File: src/rtl/gray_pkg.sv
// Shared Gray-code helpers and end-of-range mode constants for the Gray counter.
// The conversion functions work on a wide word, so callers zero-extend on the way in and size-cast on the way out.
package gray_pkg;

   localparam int GRAY_MAX_W = 64;

   localparam int SAT_WRAP = 0;
   localparam int SAT_HOLD = 1;

   typedef enum logic [1:0] {
      OP_HOLD = 2'd0,
      OP_LOAD = 2'd1,
      OP_STEP = 2'd2
   } op_e;

   typedef logic [GRAY_MAX_W-1:0] gray_word_t;

   function automatic gray_word_t bin2gray(input gray_word_t b);
      return b ^ (b >> 1);
   endfunction

   // Bin bit i is the XOR of all Gray bits at or above i. Zero upper bits leave narrower words unaffected.
   function automatic gray_word_t gray2bin(input gray_word_t g);
      gray_word_t b;
      b[GRAY_MAX_W-1] = g[GRAY_MAX_W-1];
      for (int i = GRAY_MAX_W - 2; i >= 0; i--) begin
         b[i] = b[i+1] ^ g[i];
      end
      return b;
   endfunction

   function automatic int unsigned popcount(input gray_word_t v);
      int unsigned n;
      n = 0;
      for (int i = 0; i < GRAY_MAX_W; i++) begin
         n += 32'(v[i]);
      end
      return n;
   endfunction

endpackage

File: src/rtl/gray_step_chk.sv
// Sticky integrity checker: flags any counting step whose Gray transition is not exactly one bit.
// Loads and saturation holds are not presented as steps, so they are exempt.
module gray_step_chk
   import gray_pkg::*;
#(
   parameter int BIT = 8
) (
   input  logic           i_clk,
   input  logic           i_rst,
   input  logic           i_step,
   input  logic [BIT-1:0] i_gray_prev,
   input  logic [BIT-1:0] i_gray_next,
   output logic           o_err
);

   logic err_q;
   logic err_d;
   logic bad_step;

   always_comb begin
      bad_step = 1'b0;
      err_d    = err_q;
      if (i_step) begin
         bad_step = (popcount(GRAY_MAX_W'(i_gray_prev ^ i_gray_next)) != 32'd1);
      end
      err_d = err_q | bad_step;
   end

   always_ff @(posedge i_clk) begin
      if (i_rst) begin
         err_q <= 1'b0;
      end else begin
         err_q <= err_d;
      end
   end

   assign o_err = err_q;

endmodule

File: src/rtl/gray_code_counter.sv
// Up/down counter holding both binary and Gray forms of the count, with load, wrap/saturate end-of-range
// handling, a terminal-count flag and a sticky Gray-step integrity error.
module gray_code_counter
   import gray_pkg::*;
#(
   parameter int BIT = 8,
   parameter int SAT = SAT_WRAP
) (
   input  logic           i_clk,
   input  logic           i_rst,
   input  logic           i_en,
   input  logic           i_up,
   input  logic           i_load,
   input  logic [BIT-1:0] i_load_gray,
   output logic [BIT-1:0] o_bin,
   output logic [BIT-1:0] o_gray,
   output logic           o_tc,
   output logic           o_wrap,
   output logic           o_err
);

   logic [BIT-1:0] bin_q;
   logic [BIT-1:0] bin_d;
   logic [BIT-1:0] gray_q;
   logic [BIT-1:0] gray_d;
   logic           wrap_q;
   logic           wrap_d;

   op_e  op;
   logic at_term;
   logic sat_hold;
   logic chk_step;

   always_comb begin
      op = OP_HOLD;
      if (i_load) begin
         op = OP_LOAD;
      end else if (i_en) begin
         op = OP_STEP;
      end
   end

   always_comb begin
      at_term  = i_up ? (&bin_q) : ~(|bin_q);
      sat_hold = (SAT == SAT_HOLD) && at_term;
      bin_d    = bin_q;
      gray_d   = gray_q;
      wrap_d   = 1'b0;
      chk_step = 1'b0;
      unique case (op)
         OP_LOAD: begin
            bin_d  = BIT'(gray2bin(GRAY_MAX_W'(i_load_gray)));
            gray_d = i_load_gray;
         end
         OP_STEP: begin
            // A step at the terminal value in saturate mode is a hold, not a step.
            if (!sat_hold) begin
               bin_d    = i_up ? (bin_q + 1'b1) : (bin_q - 1'b1);
               gray_d   = BIT'(bin2gray(GRAY_MAX_W'(bin_d)));
               wrap_d   = at_term;
               chk_step = 1'b1;
            end
         end
         default: begin
         end
      endcase
   end

   always_ff @(posedge i_clk) begin
      if (i_rst) begin
         bin_q  <= '0;
         gray_q <= '0;
         wrap_q <= 1'b0;
      end else begin
         bin_q  <= bin_d;
         gray_q <= gray_d;
         wrap_q <= wrap_d;
      end
   end

   gray_step_chk #(
      .BIT (BIT)
   ) u_step_chk (
      .i_clk       (i_clk),
      .i_rst       (i_rst),
      .i_step      (chk_step),
      .i_gray_prev (gray_q),
      .i_gray_next (gray_d),
      .o_err       (o_err)
   );

   assign o_bin  = bin_q;
   assign o_gray = gray_q;
   assign o_wrap = wrap_q;
   assign o_tc   = at_term;

endmodule
File: config.mk
export PLATFORM = sky130hd
export DESIGN_NAME = gray_code_counter
export DESIGN_NICKNAME = d
export VERILOG_FILES = /design/src/rtl/gray_pkg.sv /design/src/rtl/gray_step_chk.sv /design/src/rtl/gray_code_counter.sv
export SDC_FILE = /design/constraint.sdc
export NUM_CORES = 1
export LEC_CHECK = 0
export ABC_AREA = 0
export CAP_MARGIN = 10
export CORE_MARGIN = 4
export CORE_UTILIZATION = 30
export DETAILED_ROUTE_END_ITERATION = 6
export DONT_BUFFER_PORTS = 1
export GPL_ROUTABILITY_DRIVEN = 0
export HOLD_SLACK_MARGIN = 0.08
export MAX_ROUTING_LAYER = met4
export PLACE_DENSITY = 0.51
export SETUP_SLACK_MARGIN = 0.3
export SLEW_MARGIN = 20
export SYNTH_ARGS = -nofsm -noshare
export SYNTH_HDL_FRONTEND = slang
export SYNTH_SLANG_ARGS = --single-unit
File: constraint.sdc
create_clock -name i_clk -period 6.3 [get_ports i_clk]
set_input_delay 0 -clock i_clk [delete_from_list [all_inputs] [get_ports i_clk]]
set_output_delay 0 -clock i_clk [all_outputs]
set_load 0.005 [all_outputs]
==> Implementation_results.wiki <==
{| class="wikitable"
! Metric !! Value
|-
| Via density per instance || 5.139
|-
| Largest family of logic cells by synthesized area || compound AO/OA/AOI/OAI gates
|-
| Die ar. || 0.006951 mm2
|-
| Port Buffers || 0
|-
| Worst hold stages || 2
|-
| Largest net degree at the start of global routing || 19
|-
| Ranking of synthesized cells by area || sky130_fd_sc_hd__dfxtp_1, sky130_fd_sc_hd__xnor2_1, sky130_fd_sc_hd__ha_1
|-
| Unrepaired setup endpoints after global routing || no
|-
| Post-layout min period || 4.924 ns
|-
| Required arrival time at the worst endpoint || 6.43 ns
|-
| CP endpoint kind || flop
|-
| Final wirelength || 4.515 mm
|-
| Final instance area || 0.001904 mm2
|-
| Overall Power || 575.1 uW
|-
| Status || complete, no violations
|-
| Synth Flop Type || sky130_fd_sc_hd__dfxtp_1
|-
| Setup fix buffers added after clock tree synthesis || 0
|-
| Period Utilization, post-route || 78.16%
|-
| Kind of path behind the tightest hold check || input pin to flop
|-
| Post-synthesis net count || 222
|-
| Proportion of register bits with asynchronous set or reset after synthesis || 0%
|-
| Total via count in the routed design || 1408
|-
| Fin Setup TNS || 0 ns
|-
| Area growth from synthesis to layout || 11.75%
|-
| Number of buffers created by CTS || 3
|-
| Number of buffers inserted by hold repair at cts || 13
|-
| Post-synthesis share of cell area spent on and, or, nand and nor gates || 16.08%
|-
| Core Util, Final || 34.58%
|-
| Final max-slew violation count || 0
|-
| Data arrival time at the worst-slack endpoint || 5.05 ns
|-
| TritonCTS sink count || 18
|-
| Relative contribution of combinational cells to total power || 58.5%
|-
| Worst-Skew Late Latency || 0.26 ns
|-
| Final count of hold timing violations || 0
|-
| Power density normalized to cell area || 302.0 mW/mm2
|-
| Leakage dissipation || 0.0007789 uW
|-
| CTS tree || done
|-
| Die width || 83.37 um
|-
| Resized cells post-CTS || 0
|-
| Layout cells sized above 1 || 5.446%
|-
| Number of DRC violations after detailed routing || 0
|-
| Worst Setup Start Kind || flop
|-
| Register area share after synthesis || 21.15%
|-
| Biggest area consumer among synthesized cells || sky130_fd_sc_hd__dfxtp_1
|-
| Max cap viols || 0
|-
| Compound-cell area share of the yosys netlist || 22.39%
|-
| Max rail drop VDD || 0.1112 mV
|-
| Syn Area/Cell || 8.739 um2
|-
| Final net count || 231
|-
| Share of the synthesized area in the top cell type || 21.15%
|-
| Part of the power in the clock network || 14.8%
|-
| Antenna Diode Count || 0
|-
| Vias in the first global route || 1394
|-
| Wire length of the first global-routing pass || 7.583 mm
|-
| Fraction of synthesized cell area in xor and xnor cells || 19.46%
|-
| CTS Root Cell || sky130_fd_sc_hd__clkbuf_8
|-
| Maximum clock rate || 0.2031 GHz
|-
| Fill cell instance count of the final layout || 572
|-
| Internal power || 342.9 uW
|-
| Starting density of the core || 30.95%
|-
| Router iterations before antenna repair || 4
|-
| Number of synthesis warnings || 0
|-
| Clock buffer depth || 2
|-
| EDFF count, synth || 0
|-
| Post-synthesis instance total || 195
|-
| Yosys cell types || 47
|-
| Count of routing violations after the opening detailed-route iteration || 124
|-
| Switching power summed over all nets || 232.2 uW
|-
| Flip-flop and latch count after synthesis || 18
|-
| Multiplexer fraction of the synthesized cell area || 2.423%
|-
| Most frequent cell after synthesis || sky130_fd_sc_hd__xnor2_1
|-
| Post-synthesis adder-cell area fraction || 12.48%
|-
| Initial antenna violation count || 0
|-
| Slew Limit Headroom || 50.03%
|-
| Height of the die || 83.37 um
|-
| Slew at the pin with the worst max-slew slack || 0.7470 ns
|-
| Count of cells along the worst register-to-register path || 17
|-
| Final worst clock skew || 0.006669 ns
|-
| HPWL reported at the end of detailed placement || 3.303 mm
|-
| Category of the most critical setup path || flop to flop
|-
| Global route total overflow || 0
|-
| Number of H-tree levels || 1
|-
| Top post-synthesis cells by count || sky130_fd_sc_hd__xnor2_1, sky130_fd_sc_hd__dfxtp_1, sky130_fd_sc_hd__nor2_1, sky130_fd_sc_hd__a21oi_1, sky130_fd_sc_hd__inv_1
|-
| Reg clk slew, reported paths || 0.08 ns
|-
| Final ANT Viol Nets || 0
|-
| Placeable core area || 0.005507 mm2
|-
| Final setup violation count || 0
|-
| Switch share || 40.38%
|-
| Summed instance area of the synthesized netlist || 0.001704 mm2
|-
| Top-level I/O count || 32
|-
| Sequential power share || 26.8%
|-
| Largest driver fanout on the critical path || 7
|-
| Placement row count || 27
|-
| Routed len/inst || 16.48 um
|-
| Area of placed instances || 0.001733 mm2
|-
| All-Layer GR Usage || 13.67%
|}
==> path summary, 6_finish.rpt <==
kind,startpoint,slack (ns),endpoint
setup / recovery,o_bin[0],1.38,u_step_chk.o_err
hold / removal,i_load_gray[7],0.08,o_bin[6]
setup reg to reg,o_bin[0],1.38,u_step_chk.o_err
hold reg to reg,u_step_chk.o_err,0.53,u_step_chk.o_err
==> cells by family (layout without fill, tap and decap cells) <==
group | after synthesis | count (layout)
AND/OR/NAND/NOR | 52 | 52
buffers and inverters | 20 | 27
flip-flops | 18 | 18
AO/OA/AOI/OAI | 54 | 54
XOR/XNOR | 33 | 33
adder cells (fa/ha/maj) | 14 | 14
multiplexers | 4 | 4
==> power by group through the flow <==
| stage | combinational (uW) | sequential [uW] | clock (uW) |
|---|---|---|---|
| 3_3_place_gp | 318 | 157 | 0 |
| 2_1_floorplan | 281 | 148 | 0 |
| 6_report | 336 | 154 | 84.9 |
| 5_1_grt | 379 | 158 | 91.5 |
| 3_5_place_dp | 321 | 158 | 0 |
| 4_1_cts | 339 | 155 | 88.8 |
==> worst max-delay path, cell delays in order, from the launching register on <==
cell	delay, ns
sky130_fd_sc_hd__dfxtp_1	0.52
sky130_fd_sc_hd__inv_1	0.11
sky130_fd_sc_hd__fa_1	0.45
sky130_fd_sc_hd__nor2b_1	0.23
sky130_fd_sc_hd__o21ai_0	0.11
sky130_fd_sc_hd__a21oi_1	0.35
sky130_fd_sc_hd__xnor2_1	0.18
sky130_fd_sc_hd__xnor2_1	0.15
sky130_fd_sc_hd__a22oi_1	0.24
sky130_fd_sc_hd__fa_1	0.48
sky130_fd_sc_hd__fa_1	0.52
sky130_fd_sc_hd__fa_1	0.47
sky130_fd_sc_hd__fa_1	0.40
sky130_fd_sc_hd__nor3_1	0.17
sky130_fd_sc_hd__mux2_2	0.17
sky130_fd_sc_hd__nand3b_1	0.07
sky130_fd_sc_hd__a21oi_1	0.15
sky130_fd_sc_hd__nor2_1	0.05
==> layer usage <==
layer  vias to the layer above  GRT usage, %  share of wire, %
met5                         -             -                 0
met4                         0        0.8915              0.13
met2                        37         21.28                46
met3                         2         3.671               5.4
met1                       665         18.62                49
li1                        704             -                 -
==> cell usage in the layout (no fill, tap or decap), types with 5 or more instances in the layout <==
cell type / count
sky130_fd_sc_hd__dlygate4sd3_1: 13
sky130_fd_sc_hd__fa_1: 5
sky130_fd_sc_hd__nand2_1: 8
sky130_fd_sc_hd__a211oi_1: 10
sky130_fd_sc_hd__dfxtp_1: 18
sky130_fd_sc_hd__nor2_1: 18
sky130_fd_sc_hd__ha_1: 9
sky130_fd_sc_hd__o21ai_0: 5
sky130_fd_sc_hd__xor2_1: 9
sky130_fd_sc_hd__a21oi_1: 15
sky130_fd_sc_hd__inv_1: 11
sky130_fd_sc_hd__nor2b_1: 7
sky130_fd_sc_hd__xnor2_1: 21
sky130_fd_sc_hd__a22oi_1: 5
==> cell type report <==
cell class              instances  area [um2]  share of cell area (%)
repair buffers                 13       130.1                   6.833
clock buffers                   3       41.29                   2.168
flip-flops and latches         18       360.3                   18.92
well taps                      72       90.09                   4.731
inverters                      11       41.29                   2.168
multi-input cells             157        1241                   65.18
==> flip-flops by register name (all words and copies together) (netlist names) <==
name,cells
o_gray,8
u_step_chk.o_err,1
o_wrap,1
o_bin,8
==> per-stage QoR <==
step                worst slack (ns)  hold WS [ns]  instances
finish                         1.376       0.07701        274
floorplan                      1.837        0.1411        195
detailed placement             1.406       0.07501        258
global placement               1.420       0.07290        258
global route                   1.087       0.08730        274
CTS                            1.348       0.08097        274
Power figures use the tool's default switching activity.
